File: src/rtl/mult_pkg.sv
// mult_pkg: shared width defaults and latency helper for pipe_multiplier.
// Optional tag sideband is controlled by the PIPE_MULT_TAG_EN macro.
package mult_pkg;

    localparam int A_W_DEF   = 11;
    localparam int B_W_DEF   = 8;
    localparam int TAG_W_DEF = 4;

    // One input register stage plus one shift-add stage per multiplier bit.
    function automatic int latency(input int b_w);
        return b_w + 1;
    endfunction

endpackage

File: src/rtl/mult_stage.sv
// mult_stage: one shift-add (or final shift-subtract) partial-product step.
// Tag carry registers exist only when PIPE_MULT_TAG_EN is defined.
module mult_stage
    import mult_pkg::*;
#(
    parameter int A_W = A_W_DEF,
    parameter int B_W = B_W_DEF,
    parameter int K   = 1
`ifdef PIPE_MULT_TAG_EN
    ,
    parameter int TAG_W = TAG_W_DEF
`endif
) (
    input  logic                       clk,
    input  logic                       rst,
    input  logic                       ce,
    input  logic                       in_valid,
    input  logic                       in_mode,
    input  logic signed [A_W-1:0]      in_a,
    input  logic        [B_W-1:0]      in_b,
    input  logic signed [A_W+B_W-1:0]  in_acc,
    output logic                       out_valid,
    output logic                       out_mode,
    output logic signed [A_W-1:0]      out_a,
    output logic        [B_W-1:0]      out_b,
    output logic signed [A_W+B_W-1:0]  out_acc
`ifdef PIPE_MULT_TAG_EN
    ,
    input  logic        [TAG_W-1:0]    in_tag,
    output logic        [TAG_W-1:0]    out_tag
`endif
);

    localparam int P_W  = A_W + B_W;
    localparam bit LAST = (K == B_W);

    logic signed [P_W-1:0] term;
    logic signed [P_W-1:0] sum;

    logic                  valid_q, valid_d;
    logic                  mode_q,  mode_d;
    logic signed [A_W-1:0] a_q,     a_d;
    logic        [B_W-1:0] b_q,     b_d;
    logic signed [P_W-1:0] acc_q,   acc_d;
`ifdef PIPE_MULT_TAG_EN
    logic [TAG_W-1:0]      tag_q,   tag_d;
`endif

    // Partial product for bit K-1; the sign bit's weight is negative in signed mode.
    always_comb begin
        term = {{B_W{in_a[A_W-1]}}, in_a} << (K - 1);
        sum  = in_acc;
        if (in_b[K-1]) begin
            if (LAST && in_mode) begin
                sum = in_acc - term;
            end else begin
                sum = in_acc + term;
            end
        end
    end

    // Valid advances on every enabled edge; payload only loads for real samples.
    always_comb begin
        valid_d = valid_q;
        mode_d  = mode_q;
        a_d     = a_q;
        b_d     = b_q;
        acc_d   = acc_q;
`ifdef PIPE_MULT_TAG_EN
        tag_d   = tag_q;
`endif
        if (ce) begin
            valid_d = in_valid;
        end
        if (ce && in_valid) begin
            mode_d = in_mode;
            a_d    = in_a;
            b_d    = in_b;
            acc_d  = sum;
`ifdef PIPE_MULT_TAG_EN
            tag_d  = in_tag;
`endif
        end
    end

    // Stage registers with asynchronous clear.
    always_ff @(posedge clk or posedge rst) begin
        if (rst) begin
            valid_q <= 1'b0;
            mode_q  <= 1'b0;
            a_q     <= '0;
            b_q     <= '0;
            acc_q   <= '0;
`ifdef PIPE_MULT_TAG_EN
            tag_q   <= '0;
`endif
        end else begin
            valid_q <= valid_d;
            mode_q  <= mode_d;
            a_q     <= a_d;
            b_q     <= b_d;
            acc_q   <= acc_d;
`ifdef PIPE_MULT_TAG_EN
            tag_q   <= tag_d;
`endif
        end
    end

    assign out_valid = valid_q;
    assign out_mode  = mode_q;
    assign out_a     = a_q;
    assign out_b     = b_q;
    assign out_acc   = acc_q;
`ifdef PIPE_MULT_TAG_EN
    assign out_tag   = tag_q;
`endif

endmodule

File: src/rtl/pipe_multiplier.sv
// pipe_multiplier: fully pipelined exact signed x (signed|unsigned) multiplier.
// Define PIPE_MULT_TAG_EN to add the in_tag/out_tag sideband.
module pipe_multiplier
    import mult_pkg::*;
#(
    parameter int A_W   = A_W_DEF,
    parameter int B_W   = B_W_DEF,
    parameter int TAG_W = TAG_W_DEF
) (
    input  logic                       clk,
    input  logic                       rst,
    input  logic                       ce,
    input  logic                       in_valid,
    input  logic signed [A_W-1:0]      in_a,
    input  logic        [B_W-1:0]      in_b,
    input  logic                       in_b_signed,
    output logic                       out_valid,
    output logic signed [A_W+B_W-1:0]  out_p
`ifdef PIPE_MULT_TAG_EN
    ,
    input  logic        [TAG_W-1:0]    in_tag,
    output logic        [TAG_W-1:0]    out_tag
`endif
);

    localparam int P_W = A_W + B_W;
    localparam int LAT = latency(B_W);

    if (A_W < 2 || A_W > 24) begin : g_bad_a_w
        $error("pipe_multiplier: A_W must be 2..24");
    end
    if (B_W < 2 || B_W > 16) begin : g_bad_b_w
        $error("pipe_multiplier: B_W must be 2..16");
    end
    if (TAG_W < 1) begin : g_bad_tag_w
        $error("pipe_multiplier: TAG_W must be at least 1");
    end

    logic                  v0_q, v0_d;
    logic                  m0_q, m0_d;
    logic signed [A_W-1:0] a0_q, a0_d;
    logic        [B_W-1:0] b0_q, b0_d;
`ifdef PIPE_MULT_TAG_EN
    logic [TAG_W-1:0]      t0_q, t0_d;
`endif

    logic                  v_s   [0:B_W];
    logic                  m_s   [0:B_W];
    logic signed [A_W-1:0] a_s   [0:B_W];
    logic        [B_W-1:0] b_s   [0:B_W];
    logic signed [P_W-1:0] acc_s [0:B_W];
`ifdef PIPE_MULT_TAG_EN
    logic [TAG_W-1:0]      t_s   [0:B_W];
`endif

    // Input capture: bubbles advance valid but leave the operands untouched.
    always_comb begin
        v0_d = v0_q;
        m0_d = m0_q;
        a0_d = a0_q;
        b0_d = b0_q;
`ifdef PIPE_MULT_TAG_EN
        t0_d = t0_q;
`endif
        if (ce) begin
            v0_d = in_valid;
        end
        if (ce && in_valid) begin
            m0_d = in_b_signed;
            a0_d = in_a;
            b0_d = in_b;
`ifdef PIPE_MULT_TAG_EN
            t0_d = in_tag;
`endif
        end
    end

    // Input register with asynchronous clear.
    always_ff @(posedge clk or posedge rst) begin
        if (rst) begin
            v0_q <= 1'b0;
            m0_q <= 1'b0;
            a0_q <= '0;
            b0_q <= '0;
`ifdef PIPE_MULT_TAG_EN
            t0_q <= '0;
`endif
        end else begin
            v0_q <= v0_d;
            m0_q <= m0_d;
            a0_q <= a0_d;
            b0_q <= b0_d;
`ifdef PIPE_MULT_TAG_EN
            t0_q <= t0_d;
`endif
        end
    end

    assign v_s[0]   = v0_q;
    assign m_s[0]   = m0_q;
    assign a_s[0]   = a0_q;
    assign b_s[0]   = b0_q;
    assign acc_s[0] = '0;
`ifdef PIPE_MULT_TAG_EN
    assign t_s[0]   = t0_q;
`endif

    for (genvar k = 1; k < LAT; k++) begin : g_stage
        mult_stage #(
            .A_W (A_W),
            .B_W (B_W),
            .K   (k)
`ifdef PIPE_MULT_TAG_EN
            ,
            .TAG_W (TAG_W)
`endif
        ) u_stage (
            .clk       (clk),
            .rst       (rst),
            .ce        (ce),
            .in_valid  (v_s[k-1]),
            .in_mode   (m_s[k-1]),
            .in_a      (a_s[k-1]),
            .in_b      (b_s[k-1]),
            .in_acc    (acc_s[k-1]),
            .out_valid (v_s[k]),
            .out_mode  (m_s[k]),
            .out_a     (a_s[k]),
            .out_b     (b_s[k]),
            .out_acc   (acc_s[k])
`ifdef PIPE_MULT_TAG_EN
            ,
            .in_tag    (t_s[k-1]),
            .out_tag   (t_s[k])
`endif
        );
    end

    assign out_valid = v_s[B_W];
    assign out_p     = acc_s[B_W];
`ifdef PIPE_MULT_TAG_EN
    assign out_tag   = t_s[B_W];
`endif

endmodule

File: config.mk
export PLATFORM = sky130hd
export DESIGN_NAME = pipe_multiplier
export DESIGN_NICKNAME = d
export VERILOG_FILES = /design/src/rtl/mult_pkg.sv /design/src/rtl/mult_stage.sv /design/src/rtl/pipe_multiplier.sv
export SDC_FILE = /design/constraint.sdc
export NUM_CORES = 1
export LEC_CHECK = 0
export CORE_AREA = 2 2 201 203
export CTS_CLUSTER_DIAMETER = 120
export DETAILED_ROUTE_END_ITERATION = 16
export DIE_AREA = 0 0 203 205
export GPL_TIMING_DRIVEN = 0
export PLACE_DENSITY = 0.52
export SLEW_MARGIN = 25
export SYNTH_ARGS = -nofsm -noshare
export SYNTH_HDL_FRONTEND = slang
export SYNTH_SLANG_ARGS = --single-unit
File: constraint.sdc
create_clock -name clk -period 20.7 [get_ports clk]
set_input_delay 4.14 -clock clk [delete_from_list [all_inputs] [get_ports clk]]
set_output_delay 4.14 -clock clk [all_outputs]
set_load 0.05 [all_outputs]
==> reports/metrics.yaml, run 1 <==
cells_and_area:
  nets: 1837
  area_growth_pct: 14.38
  drive_gt1_share_pct: 9.469
  final_core_util_pct: 45.29
  diodes: 0
  fillerInstances: 3831
min_path:
  hold_path_class: "register to register"
routing:
  finalWirelength_microns: 36950
  dr.pass1.iters: 5
  viasPerCell: 5.058
  routed-via-count: 11420
  wl_per_cell_microns: 16.37
  ant_nets: 0
  drtIter0Drc: 504
  drc: 0
clock_network:
  clk-insertion-delay-late_ns: 0.53
  cts-hold-fix-buffers: 0
  clk_pin_slew_worst_paths_ns: 0.05
  cts_resized: 0
  h-tree-depth: 2
  cts_sinks: 285
  clockBufferDepth: 3
  numCtsBuffers: 34
  cts_tree: "yes"
  post_cts_buffers: 0
  cts_root_buffer: "clkbuf_16"
sta:
  slew_violations: 0
  setup_viol: 0
  worstMarginPinSlew_ns: 0.9271
  period_needed_ns: 6.222
  max_freq_mhz: 160.7
  period_share_pct: 30.06
  rsz0062_at_grt: "false"
  setup_tns_ns: 0
  skew_ns: 0.01634
  hold_viol: 0
  relSlewSlack_pct: 38.20
yosys:
  netlist_area_sq_mm: 0.01559
  yosys.cell_count.top_type: "nand2_1"
  ys_seq_area_share_pct: 45.75
  synth.area.top_cells: "dfrtp_1, nand2_1, ha_1"
  synth_area_leader_cell: "dfrtp_1"
  avgSynthCellArea_sq_um: 9.552
  synth_commonest_cells: "nand2_1, dfrtp_1, o21ai_0"
  synth_seq_cells: 285
  synth_edf_count: 0
  synth.distinct_cells: 64
  syn_inst: 1632
  yosysWarnings: 0
  syn_nets: 1756
  synthArstFlopShare_pct: 100.0
  synth_top_area_share_pct: 45.75
  synth_top_flop_cell: "dfrtp_1"
worst_setup_path:
  crit_path_cell_trace: "clkbuf_1, clkbuf_1, nand2_1, clkbuf_1, mux2_2"
  r2r_cells: 15
  cp.required_ns: 21.10
  cp_num_buf_inv: 3
  crit_start: "ce"
  path_max_fanout: 10
  r2r-end: "g_stage[8].u_stage.out_acc[18]"
  cp_common_cell: "clkbuf_1"
  worstSetupEndpoint: "g_stage[4].u_stage.out_a[7]"
  cp.arrival_ns: 6.62
  path_depth: 5
  crit_family: "buffers and inverters"
  reg2reg_slack_ns: 17.46
  crit_path_end_kind: "register"
  slowest_stage: "clkbuf_1"
  crit_type: "input port to register"
  r2r-start: "g_stage[7].u_stage.out_a[0]"
  max_stage_delay_ns: 0.68
  startpoint_type: "input port"
run_status:
  status: "complete, no violations"
pwr:
  powerDensity_mw_per_mm2: 169.3
  ir_worst_vdd_mv: 0.08857
  leakage_nw: 8.367
grt:
  grt_pass1_vias: 11700
  overflow: 0
  antenna_found_initial: 0
  grt_max_degree: 94
  grt_pass1_wl_microns: 61380
  grt_usage_pct: 18.36
place:
  port_buffers: 42
  dp_hpwl_microns: 28390
  gp_congestion: 0.8454
floorplan:
  io_pins: 44
  die-width_microns: 203
  dieArea_sq_mm: 0.04162
  placementRows: 73
  fp.coreArea_sq_mm: 0.03937
  die_h_microns: 205
  start_util_pct: 39.60
job:
  maxCapViolCount: 0
[final cells by class]
type,count,area [sq um],area share (%)
sequential,285,7132,40.00
clock inverter,7,60.06,0.3368
multi-input combinational,1214,7886,44.23
tap,525,656.9,3.684
inverter,45,176.4,0.9894
clock buffer,48,1015,5.691
buffer,88,401.6,2.252
timing repair buffer,45,503.0,2.821
[worst min-delay path: cells and delay by family, from the launching register on]
| family | cells | cell delay, ns |
|---|---|---|
| flip-flops | 1 | 0.33 |
| AND/OR/NAND/NOR | 2 | 0.10 |
[per-layer routing]
layer	GRT usage (%)	share of wire [%]	up-vias	wire, microns
li1	-	-	5760	-
met5	0	0	-	0
met3	2.577	2.3	68	863
met4	5.787	2.8	0	1052
met1	22.04	44	5463	16100
met2	33.87	51	126	18930
[flip-flops by register name (all words and copies together), names as in the netlist]
register / count
g_stage.u_stage.out_acc: 144
g_stage.u_stage.out_a: 77
g_stage.u_stage.out_b: 28
g_stage.u_stage.out_mode: 7
b0_q: 8
a0_q: 11
m0_q: 1
g_stage.u_stage.out_valid: 8
v0_q: 1
[cell usage in the layout, fill, tap and decap left out, types with 4 or more instances in the layout]
cell | Yosys | final
nand2_1 | 378 | 378
dfrtp_1 | 285 | 285
o21ai_0 | 147 | 147
ha_1 | 93 | 93
a21oi_1 | 86 | 86
mux2_2 | 76 | 76
nor2_1 | 67 | 67
clkbuf_1 | 59 | 63
xnor2_1 | 61 | 61
mux2i_1 | 58 | 58
inv_1 | 45 | 44
clkdlybuf4s50_1 | 0 | 42
clkbuf_16 | 0 | 35
a21o_1 | 28 | 28
xor2_1 | 23 | 23
buf_4 | 19 | 19
o21a_1 | 17 | 17
a31oi_1 | 16 | 16
nor3_1 | 15 | 15
nor2b_1 | 14 | 14
buf_1 | 10 | 10
nor3b_1 | 10 | 10
nand3_1 | 10 | 10
o21bai_1 | 9 | 9
clkbuf_8 | 0 | 9
and3_1 | 7 | 7
a211oi_1 | 7 | 7
fa_1 | 7 | 7
nand2b_1 | 6 | 6
and2_1 | 6 | 6
or3_1 | 5 | 5
o31a_1 | 5 | 5
o211ai_1 | 4 | 4
nand3b_1 | 4 | 4
nand4_1 | 4 | 4
[logic make-up (layout without fill, tap and decap cells)]
| group | Yosys count | in the layout | share of synthesized area [%] |
|---|---|---|---|
| AOI/OAI and AO/OA | 357 | 357 | 13.81 |
| xor gates and xnor gates | 84 | 84 | 4.719 |
| adders and majority gates | 100 | 100 | 8.363 |
| buffers and inverters | 133 | 233 | 3.660 |
| DFF | 285 | 285 | 45.75 |
| muxes | 134 | 134 | 9.214 |
| and+or+nand+nor | 539 | 539 | 14.49 |
[metrics by stage]
stage	setup slack (ns)	power, mW	hold WS, ns	instance area [sq um]	instances
finish	14.48	3.018	0.4583	17830	2257
global route	14.31	3.295	0.4948	17830	2257
CTS	14.36	3.053	0.4598	17830	2257
detailed placement	13.82	2.459	0.4495	16760	2202
global placement	4.622	2.427	0.4476	16670	2199
floorplan	8.696	2.109	0.4331	15590	1632
[power breakdown]
part	internal, mW	total [mW]	leakage [nW]	switching (mW)
logic	0.675	1.47	4.21	0.791
clock network	0.342	0.576	0.531	0.234
registers	0.774	0.976	3.63	0.203
total	1.79	3.02	8.37	1.23
[worst min path at each step]
| stage | startpoint | end | slack, ns | depth (start not counted) |
|---|---|---|---|---|
| 6_report | g_stage[1].u_stage.out_b[3] | g_stage[2].u_stage.out_b[3] | 0.46 | 2 |
| 2_1_floorplan | g_stage[1].u_stage.out_b[3] | g_stage[2].u_stage.out_b[3] | 0.43 | 2 |
| 3_3_place_gp | g_stage[5].u_stage.out_acc[0] | g_stage[6].u_stage.out_acc[0] | 0.45 | 2 |
| 3_5_place_dp | g_stage[1].u_stage.out_b[3] | g_stage[2].u_stage.out_b[3] | 0.45 | 2 |
| 4_1_cts | g_stage[1].u_stage.out_b[3] | g_stage[2].u_stage.out_b[3] | 0.46 | 2 |
| 5_1_grt | g_stage[1].u_stage.out_acc[0] | g_stage[2].u_stage.out_acc[0] | 0.49 | 2 |
No activity file was read; power rests on OpenSTA's default activity.
==> run 2, diff against run 1 <==
clock period = 6.15 ns   (was 20.7 ns; I/O delays follow)
==> reports/metrics.yaml, run 2 (synthesis gave the netlist of run 1 again) <==
floorplan:
  placementRows: 73
  io_pins: 44
  die-width_microns: 203
  dieArea_sq_mm: 0.04162
  fp.coreArea_sq_mm: 0.03937
  start_util_pct: 39.60
  die_h_microns: 205
sta:
  skew_ns: 0.02059
  timing.final.ws_setup_ns: 2.883
  hold_ws_ns: 0.4629
  setup_tns_ns: 0
  rsz0062_at_grt: "false"
  worstMarginPinSlew_ns: 0.9630
  relSlewSlack_pct: 35.80
  period_share_pct: 53.12
  period_needed_ns: 3.267
  setup_viol: 0
  slew_violations: 0
  max_freq_mhz: 306.1
  hold_viol: 0
worst_setup_path:
  crit_type: "input port to register"
  startpoint_type: "input port"
  path_max_fanout: 10
  r2r_cells: 15
  cp.arrival_ns: 3.71
  reg2reg_slack_ns: 2.90
  crit_path_end_kind: "register"
  cp.required_ns: 6.59
cells_and_area:
  nets: 1844
  layout_commonest_cell: "nand2_1"
  area_growth_pct: 14.90
  drive_gt1_share_pct: 9.655
  largest_register_ffs: 144
  diodes: 0
  fillerInstances: 3831
  final_cell_area_sq_mm: 0.01791
  mostFrequentLayoutCells: "nand2_1, dfrtp_1, o21ai_0"
pwr:
  ir_worst_vdd_mv: 0.2838
  p_total_mw: 10.13
  leakage_nw: 8.404
  powerDensity_mw_per_mm2: 565.8
routing:
  viasPerCell: 5.064
  wl_per_cell_microns: 16.36
  routed-via-count: 11470
  drc: 0
  drtIter0Drc: 461
  ant_nets: 0
  finalWirelength_microns: 37050
  dr.pass1.iters: 5
grt:
  grt_pass1_wl_microns: 62100
  overflow: 0
  antenna_found_initial: 0
  grt_usage_pct: 18.59
  grt_pass1_vias: 11910
  grt_max_degree: 32
job:
  maxCapViolCount: 0
place:
  place_ws_ns: 2.222
  port_buffers: 42
  dp_hpwl_microns: 29050
  place_area_sq_mm: 0.01688
  gp_congestion: 0.8408
min_path:
  hold_path_class: "register to register"
  hold_depth: 2
clock_network:
  cts_resized: 0
  clk-insertion-delay-late_ns: 0.53
  numCtsBuffers: 34
  cts_sinks: 285
  cts_tree: "yes"
  clockBufferDepth: 3
  h-tree-depth: 2
  clk_pin_slew_worst_paths_ns: 0.05
  post_cts_buffers: 0
  cts-hold-fix-buffers: 0
  cts_root_buffer: "clkbuf_16"
run_status:
  status: "complete, no violations"
run 2: changes by cell type in the layout (fill, tap and decap cells not counted), sizes merged:
cell and delta:
inv -1, buf +7, clkinv +2
run 2: power breakdown:
part | switching [mW] | total (mW) | internal (mW)
combinational | 2.68 | 4.95 | 2.28
clock | 0.788 | 1.89 | 1.11
sequential | 0.682 | 3.29 | 2.60
run 2: layer usage:
metal	vias to the layer above	share of wire [%]	wire (microns)	global-route usage [%]
met2	135	51	19080	34.31
met1	5484	43	16100	22.36
li1	5792	-	-	-
met3	59	2.5	943	2.386
met5	-	0	0	0
met4	0	2.5	927	6.022
run 2: worst paths after layout:
check / start / to
min reg2reg: g_stage[5].u_stage.out_acc[1] / g_stage[6].u_stage.out_acc[1]
min: g_stage[5].u_stage.out_acc[1] / g_stage[6].u_stage.out_acc[1]
max: ce / g_stage[4].u_stage.out_acc[15]
min in group asynchronous: rst / g_stage[2].u_stage.out_acc[16]
max reg2reg: g_stage[7].u_stage.out_a[0] / g_stage[8].u_stage.out_acc[18]
max in group asynchronous: rst / g_stage[8].u_stage.out_acc[12]
run 2: metrics by stage:
stage | std cells | util, %
floorplan | 1632 | -
global placement | 2199 | 42.35
detailed placement | 2209 | 42.87
CTS | 2265 | 45.50
global route | 2265 | 45.50
finish | 2265 | 45.50
run 2: area by class of cell:
class / instances / area [sq um] / area share, %
Timing Repair Buffer: 52 / 628.1 / 3.507
Clock buffer: 48 / 974.7 / 5.442
Inverter: 45 / 172.7 / 0.9640
Tap cell: 525 / 656.9 / 3.667
Buffer: 88 / 401.6 / 2.242
Sequential cell: 285 / 7132 / 39.82
Clock inverter: 8 / 58.81 / 0.3283
Multi-Input combinational cell: 1214 / 7886 / 44.03
run 2: critical path: stages:
cell	delay, ns
clkbuf_1	0.53
clkbuf_1	0.67
nand2_1	0.44
clkbuf_1	0.39
nor3b_1	0.30
a21oi_1	0.06
o21ai_0	0.08
